## config.mk

```make
export PLATFORM = sky130hd
export DESIGN_NAME = sha256_msg_sched
export DESIGN_NICKNAME = d
export VERILOG_FILES = /design/src/rtl/sha256_msg_sched.sv
export SDC_FILE = /design/constraint.sdc
export NUM_CORES = 1
export LEC_CHECK = 0
export BUFFER_PORTS_ARGS = -buffer_cell sky130_fd_sc_hd__buf_4
export CAP_MARGIN = 20
export CORE_AREA = 2 2 263 265
export DETAILED_ROUTE_END_ITERATION = 8
export DIE_AREA = 0 0 265 267
export MAX_ROUTING_LAYER = met4
export PLACE_DENSITY = 0.57
export SETUP_SLACK_MARGIN = 0.3
export SLEW_MARGIN = 10
export SYNTH_ARGS = -nofsm -noshare
export SYNTH_HDL_FRONTEND = slang
export SYNTH_SLANG_ARGS = --single-unit
```

## constraint.sdc

```tcl
create_clock -name clk -period 4.66 [get_ports clk]
set_input_delay 0 -clock clk [delete_from_list [all_inputs] [get_ports clk]]
set_output_delay 0 -clock clk [all_outputs]
set_load 0.005 [all_outputs]
```

## src/rtl/sha256_msg_sched.sv

```systemverilog
// SHA-256 message-schedule generator.
// Takes one 512-bit block as 16 serial 32-bit words. It then streams the
// schedule words W0..W[ROUNDS-1] over a valid/ready interface.
// The block is built around a 16-word shift window. The recurrence term nxt
// is always W[cnt+16], because the head of the window w[0] holds W[cnt].
module sha256_msg_sched #(
  parameter int ROUNDS = 64
) (
  input  logic        clk,
  input  logic        rst_n,
  input  logic        in_valid,
  output logic        in_ready,
  input  logic [31:0] in_word,
  output logic        out_valid,
  input  logic        out_ready,
  output logic [31:0] out_word,
  output logic        out_last,
  output logic        busy
);

  localparam logic [0:0] LOAD = 1'b0;
  localparam logic [0:0] EMIT = 1'b1;
  localparam logic [5:0] LAST = 6'(ROUNDS - 1);

  logic [0:0]        state;
  logic [5:0]        cnt;
  logic [15:0][31:0] w;
  logic [31:0]       nxt;
  logic              in_fire;
  logic              out_fire;

  function automatic logic [31:0] sig0(input logic [31:0] x);
    sig0 = ((x >> 7)  | (x << 25)) ^ ((x >> 18) | (x << 14)) ^ (x >> 3);
  endfunction

  function automatic logic [31:0] sig1(input logic [31:0] x);
    sig1 = ((x >> 17) | (x << 15)) ^ ((x >> 19) | (x << 13)) ^ (x >> 10);
  endfunction

  // The next schedule word is computed from window taps.
  // The sum is taken mod 2^32, so carries out of bit 31 are dropped.
  assign nxt = sig1(w[14]) + w[9] + sig0(w[1]) + w[0];

  assign in_ready  = (state == LOAD);
  assign out_valid = (state == EMIT);
  assign busy      = (state == EMIT);
  assign out_last  = (state == EMIT) && (cnt == LAST);
  assign out_word  = w[0];
  assign in_fire   = in_valid & in_ready;
  assign out_fire  = out_valid & out_ready;

  // Load the window serially, then shift the recurrence through it while emitting.
  always_ff @(posedge clk or negedge rst_n) begin
    if (!rst_n) begin
      state <= LOAD;
      cnt   <= '0;
      w     <= '0;
    end else begin
      case (state)
        LOAD: begin
          if (in_fire) begin
            w <= {in_word, w[15:1]};
            if (cnt == 6'd15) begin
              cnt   <= '0;
              state <= EMIT;
            end else begin
              cnt <= cnt + 6'd1;
            end
          end
        end
        default: begin
          if (out_fire) begin
            w <= {nxt, w[15:1]};
            if (cnt == LAST) begin
              cnt   <= '0;
              state <= LOAD;
            end else begin
              cnt <= cnt + 6'd1;
            end
          end
        end
      endcase
    end
  end

endmodule

```

Yosys cells after proc, flatten, opt, wreduce, memory -nomap -nowiden:

Index checks and enable logic that the tools add are counted.

* register bits: 519
* latch bits: 0
* memory bits (writable): 0
* memory bits (read-only): 0
* input bits: 36
* output and inout port bits: 36
* word-level logic and storage cells: 52
* memories kept: 0

* add/sub/neg operators: 4
* multipliers: 0
* divide/modulo/power cells: 0
* $lt $le $gt $ge: 0
* equality and inequality tests: 3
* shifts and indexed selects: 0
* muxes and demuxes: 13
* bitwise gates (word level): 11
* reduce and logical (&&, ||, !) cells: 3

Operators by type and width (number)
* $mux 512: 3
* $add 32x32->32: 3
* $xor 32x32->32: 2
* $or 13x32->32: 1
* $or 14x32->32: 1
* $or 15x32->32: 1
* $or 25x32->32: 1
* $xor 32x22->32: 1
* $xor 32x29->32: 1
* $mux 6: 5
* $add 6x1->6 const B: 1
* $eq 6x4->1 const B: 1
* $eq 6x6->1 const B: 1
* $mux 1: 5
* $and 1x1->1: 2
* $ne 2x1->1 const B: 1
* $reduce_and 2->1: 1
* $reduce_bool 2->1: 1
* $logic_and 1x1->1: 1
* $not 1->1: 1

Logic depth before layout (Yosys ltp):

* word-level depth: 8
* gate-level depth with buffers: 18
* gate-level depth less buffers: 17

Least setup slack after synthesis:

No wires, ideal clock.

* kind: register -> register
* start: register w[466] (netlist name)
* end: register w[511] (netlist name)
* setup time: 0.120 ns
* data arrival time: 4.073 ns
* required time: 4.540 ns
* slack: 0.467 ns
* stages on the path, launching flop included: 18
* period minus slack after synthesis: 4.193 ns
* cell sequence: dfrtp_1 clkbuf_1 xor2_1 xnor2_1 fa_1 fa_1 inv_1 ha_1 inv_1 fa_1 and2b_1 o2111ai_1 nand2_2 a221oi_4 o41ai_4 a221oi_4 or4_1 o211a_1

* cells in the longest elaborated chain, start to end: 8
* elaborated cells on any way between the ends: 9

RTL lines
* start, declared: RTL line 27 `logic [15:0][31:0] w;`
* start signal, assigned: RTL line 62 `w <= {in_word, w[15:1]};`
* start signal, assigned: RTL line 73 `w <= {nxt, w[15:1]};`
* $or 15x32->32 / $or 13x32->32 (equally long branches): RTL line 37 `sig1 = ((x >> 17) | (x << 15)) ^ ((x >> 19) | (x << 13)) ^ (x >> 10);`
* $xor 32x32->32: RTL line 37
* $xor 32x22->32 (*): RTL line 37
* $add 32x32->32 (*) (3 in series): RTL line 42 `assign nxt = sig1(w[14]) + w[9] + sig0(w[1]) + w[0];`
* $mux 512 (*): RTL line 72 `if (out_fire) begin`
* $mux 512 (*): RTL line 59 `case (state)`

Mark *: on every way between the ends. The rest lies on a longest branch, timed or not. The select of a mux whose other input is x is not followed.
A chain may end at the register's enable or synchronous reset.

Final worst setup path:

* start: register w[473] (netlist name)
* end: register w[508] (netlist name)

* cells in the longest elaborated chain, start to end: 8
* elaborated cells on any way between the ends: 9

RTL lines (RTL line)
* $or 13x32->32 / $or 15x32->32 (equally long branches): 37
* $xor 32x32->32: 37
* $xor 32x22->32 (*): 37
* $add 32x32->32 (*) (3 in series): 42
* $mux 512 (*): 72
* $mux 512 (*): 59

Marks and branches as above.

==> key figures <==
STA
  • Setup_tns: 0 ns
  • Min Hold Slack: roughly 0.073 ns
  • Fin crit period: 4.29 ns
  • Relative slew slack: 0.304
  • Max frequency: around 230 MHz
  • Worst slew pin tran: 1.04 ns
  • Final period util: 0.921
  • RSZ-0062 raised after global routing: yes
  • Final Setup Violations: 0
  • Max Slew Vio Count: 0
  • Fin. Hold Viols: 0
  • Clock skew: approximately 0.027 ns

Setup path
  • Crit Path Max Fanout: 5
  • Startpoint types: register
  • Element type at the critical path end: register
  • Worst endpoint required time: 5.16 ns
  • Crit path DAT: 4.79 ns
  • Setup CP Type: register to register
  • R2R depth: 14

Synthesis
  • Fraction of registers with async set/reset: 1.00
  • Post-synthesis cell count: ~2.7k
  • Syn_area_per_cell: 8.91 sq um
  • Netlist Area Pre-Place: about 24000 sq um
  • Synth Flop Type: dfrtp_1
  • Number of flops mapped to enable cells by yosys: 0
  • Register area share after synthesis: 0.535
  • Library cells used by synthesis: between 60 and 70
  • Seq cells post-synth: approximately 520
  • Synthesized net count: about 2.9k
  • Synth Warn #: 0

Pwr
  • Sw Ratio: 0.447
  • VDD IR-drop max: roughly 0.0006 V
  • Sw power: between 10000 and 15000 uW
  • Sequential Power Share: 0.284
  • Total power: 23900 uW
  • Clock group share of total power: 0.182
  • Combinational Power Share: 0.534
  • Lkg Pwr: roughly 0.015 uW
  • Power per Cell Area: 853 nW/um^2
  • Pint: around 13000 uW

Floorplanning
  • Total die area: between 70000 and 80000 sq um
  • DIE HEIGHT: approximately 270 microns
  • I/O pins: approximately 70
  • Core area: about 68000 sq um
  • Initial Util: 0.357
  • Die Wd: between 200 and 300 microns
  • Rows: 96

Final layout
  • Nets: between 2k and 3k
  • Share of layout cells above drive strength 1: 0.0946
  • Most frequent cells in the layout: 1307 x nand2_1, 514 x dfrtp_1, 131 x inv_1, 119 x o21ai_0, 100 x buf_4
  • Commonest non-fill, non-tap cell in the layout: nand2_1
  • Fin util: 0.412
  • Number of inserted diodes: 0
  • Area grow syn2layout: 15.3%
  • Post-layout instance count excluding filler cells: around 3.7k

Clock network
  • CTS tree: yes
  • Htree depth: 2
  • CTS root buffer: clkbuf_16
  • Total CTS buffers: 55
  • Clock sink count: 519
  • Clock latency on the worst-skew pair: between 0.6 and 0.7 ns
  • Clock-pin slew on the worst setup and hold paths: about 0.060 ns
  • CTS Buffer Depth: 3

Place
  • HPWL after detailed placement: between 40 and 50 mm
  • Cells after DPL: 3520
  • Final GP Congestion: approximately 0.94
  • Port buffer count: 71

Global route
  • GRT overflow: 0
  • Antenna violations before repair: 0
  • Largest net degree at the start of global routing: around 180
  • Gr usage total: 0.203
  • Vias in the first global route: between 15k and 20k
  • First-pass GRT wire length: 105 mm

Flow run
  • Max-Cap Viols: 0

Routing
  • Routed Wire Length: roughly 68 mm
  • Post-route ant nets: 0
  • Drt pass-1 iters: 6
  • Drt drc: 0
  • Routed length per instance: between 15 and 20 microns
  • Initial DRC Count: ~1.4k
  • Vias: around 17k
  • Vias per std cell: between 4 and 5

Min path
  • WHS Path Cells: 4
  • Hold WC Path Type: primary input to register

Run status
  • Status: finished, final reports clean
[final timing paths]
| check | startpoint | to | slack [ns] |
|---|---|---|---|
| hold reg to reg | w[354]$_DFFE_PN0P_ | w[354]$_DFFE_PN0P_ | 0.46 |
| setup / recovery | w[473]$_DFFE_PN0P_ | w[508]$_DFFE_PN0P_ | 0.37 |
| max in group asynchronous | rst_n | w[77]$_DFFE_PN0P_ | 2.99 |
| hold / removal | in_valid | w[505]$_DFFE_PN0P_ | 0.07 |
| setup reg to reg | w[473]$_DFFE_PN0P_ | w[508]$_DFFE_PN0P_ | 0.37 |
| min in group asynchronous | rst_n | out_word[30]$_DFFE_PN0P_ | 0.38 |
[logic make-up after synthesis]
family          Yosys count  synth area share
simple gates           1380             0.218
flops                   519             0.535
buf+inv                 331            0.0571
compound gates          235            0.0606
xor+xnor                146            0.0527
fa+ha+maj                94            0.0676
mux                      20           0.00861
[worst max-delay path: stages, from the launching register on]
cell     delay (ns)
dfrtp_1        0.48
xor2_1         0.23
xnor2_2        0.30
fa_1           0.50
fa_1           0.55
inv_1          0.04
ha_1           0.25
a21oi_2        0.19
o21ai_2        0.09
a21o_1         0.19
a211o_4        0.36
a41oi_4        0.28
a41oi_2        0.16
and3_1         0.20
or3_1          0.34
[registers in the layout (all words and copies together) (netlist names)]
name / cells
w: 480
out_word: 32
cnt: 6
busy: 1
[metal layers]
metal	track usage	part of all wire	up-vias
li1	-	-	8398
met1	0.279	0.47	8663
met2	0.298	0.45	343
met3	0.0442	0.057	89
met4	0.0647	0.031	0
met5	-	0	-
[power by group through the flow]
stage	Combinational [uW]	Clock, uW	Sequential [uW]
6_report	12700	4350	6780
4_1_cts	12400	4490	6760
2_1_floorplan	8660	0	6290
3_5_place_dp	12200	0	6830
5_1_grt	14100	4680	6910
3_3_place_gp	12200	0	6780
[repair_timing]
action                     CTS  global route
setup endpoints to repair    2            10
hold buffers                46             0
hold endpoints to repair   108             0
resized for setup            4            28
pin swaps                    3            17
buffers inserted             1             4
[through the flow]
step           instance area (sq um)  worst slack (ns)
2_1_floorplan                  24300             0.467
3_3_place_gp                   25500             0.272
3_5_place_dp                   25500             0.216
4_1_cts                        27800             0.319
5_1_grt                        28000             0.155
6_report                       28000             0.370
[cells in the mapped netlist, types with 4 or more instances]
master    count  share of area
o21ai_0     119          0.025
clkbuf_1    146          0.023
buf_1        15         0.0023
o22ai_1       5         0.0013
mux2i_1      13         0.0054
nor2b_1       7         0.0018
nor2_1       21         0.0032
a21oi_1      44         0.0091
nand3_1      13         0.0027
mux2_2        7         0.0032
nand2_1    1307           0.20
fa_1         62          0.051
inv_1       132          0.020
a21o_1       12         0.0037
dfrtp_1     519           0.54
o21bai_1      4         0.0012
nand4_1       7         0.0018
a211oi_1      5         0.0015
xnor2_1      87          0.031
nor3_1        8         0.0016
ha_1         32          0.016
xor2_1       59          0.021
a22oi_1       7         0.0022
a31oi_1       6         0.0015
buf_4        33          0.010
[cell type report]
type | count | area, sq um
fill | 6823 | 40000
sequential | 519 | 13000
multi-input combinational | 1875 | 10000
timing repair buffer | 163 | 1560
clock buffer | 72 | 1520
tap | 882 | 1100
inverter | 132 | 495
clock inverter | 29 | 277
(Power assumes the default switching activity.)
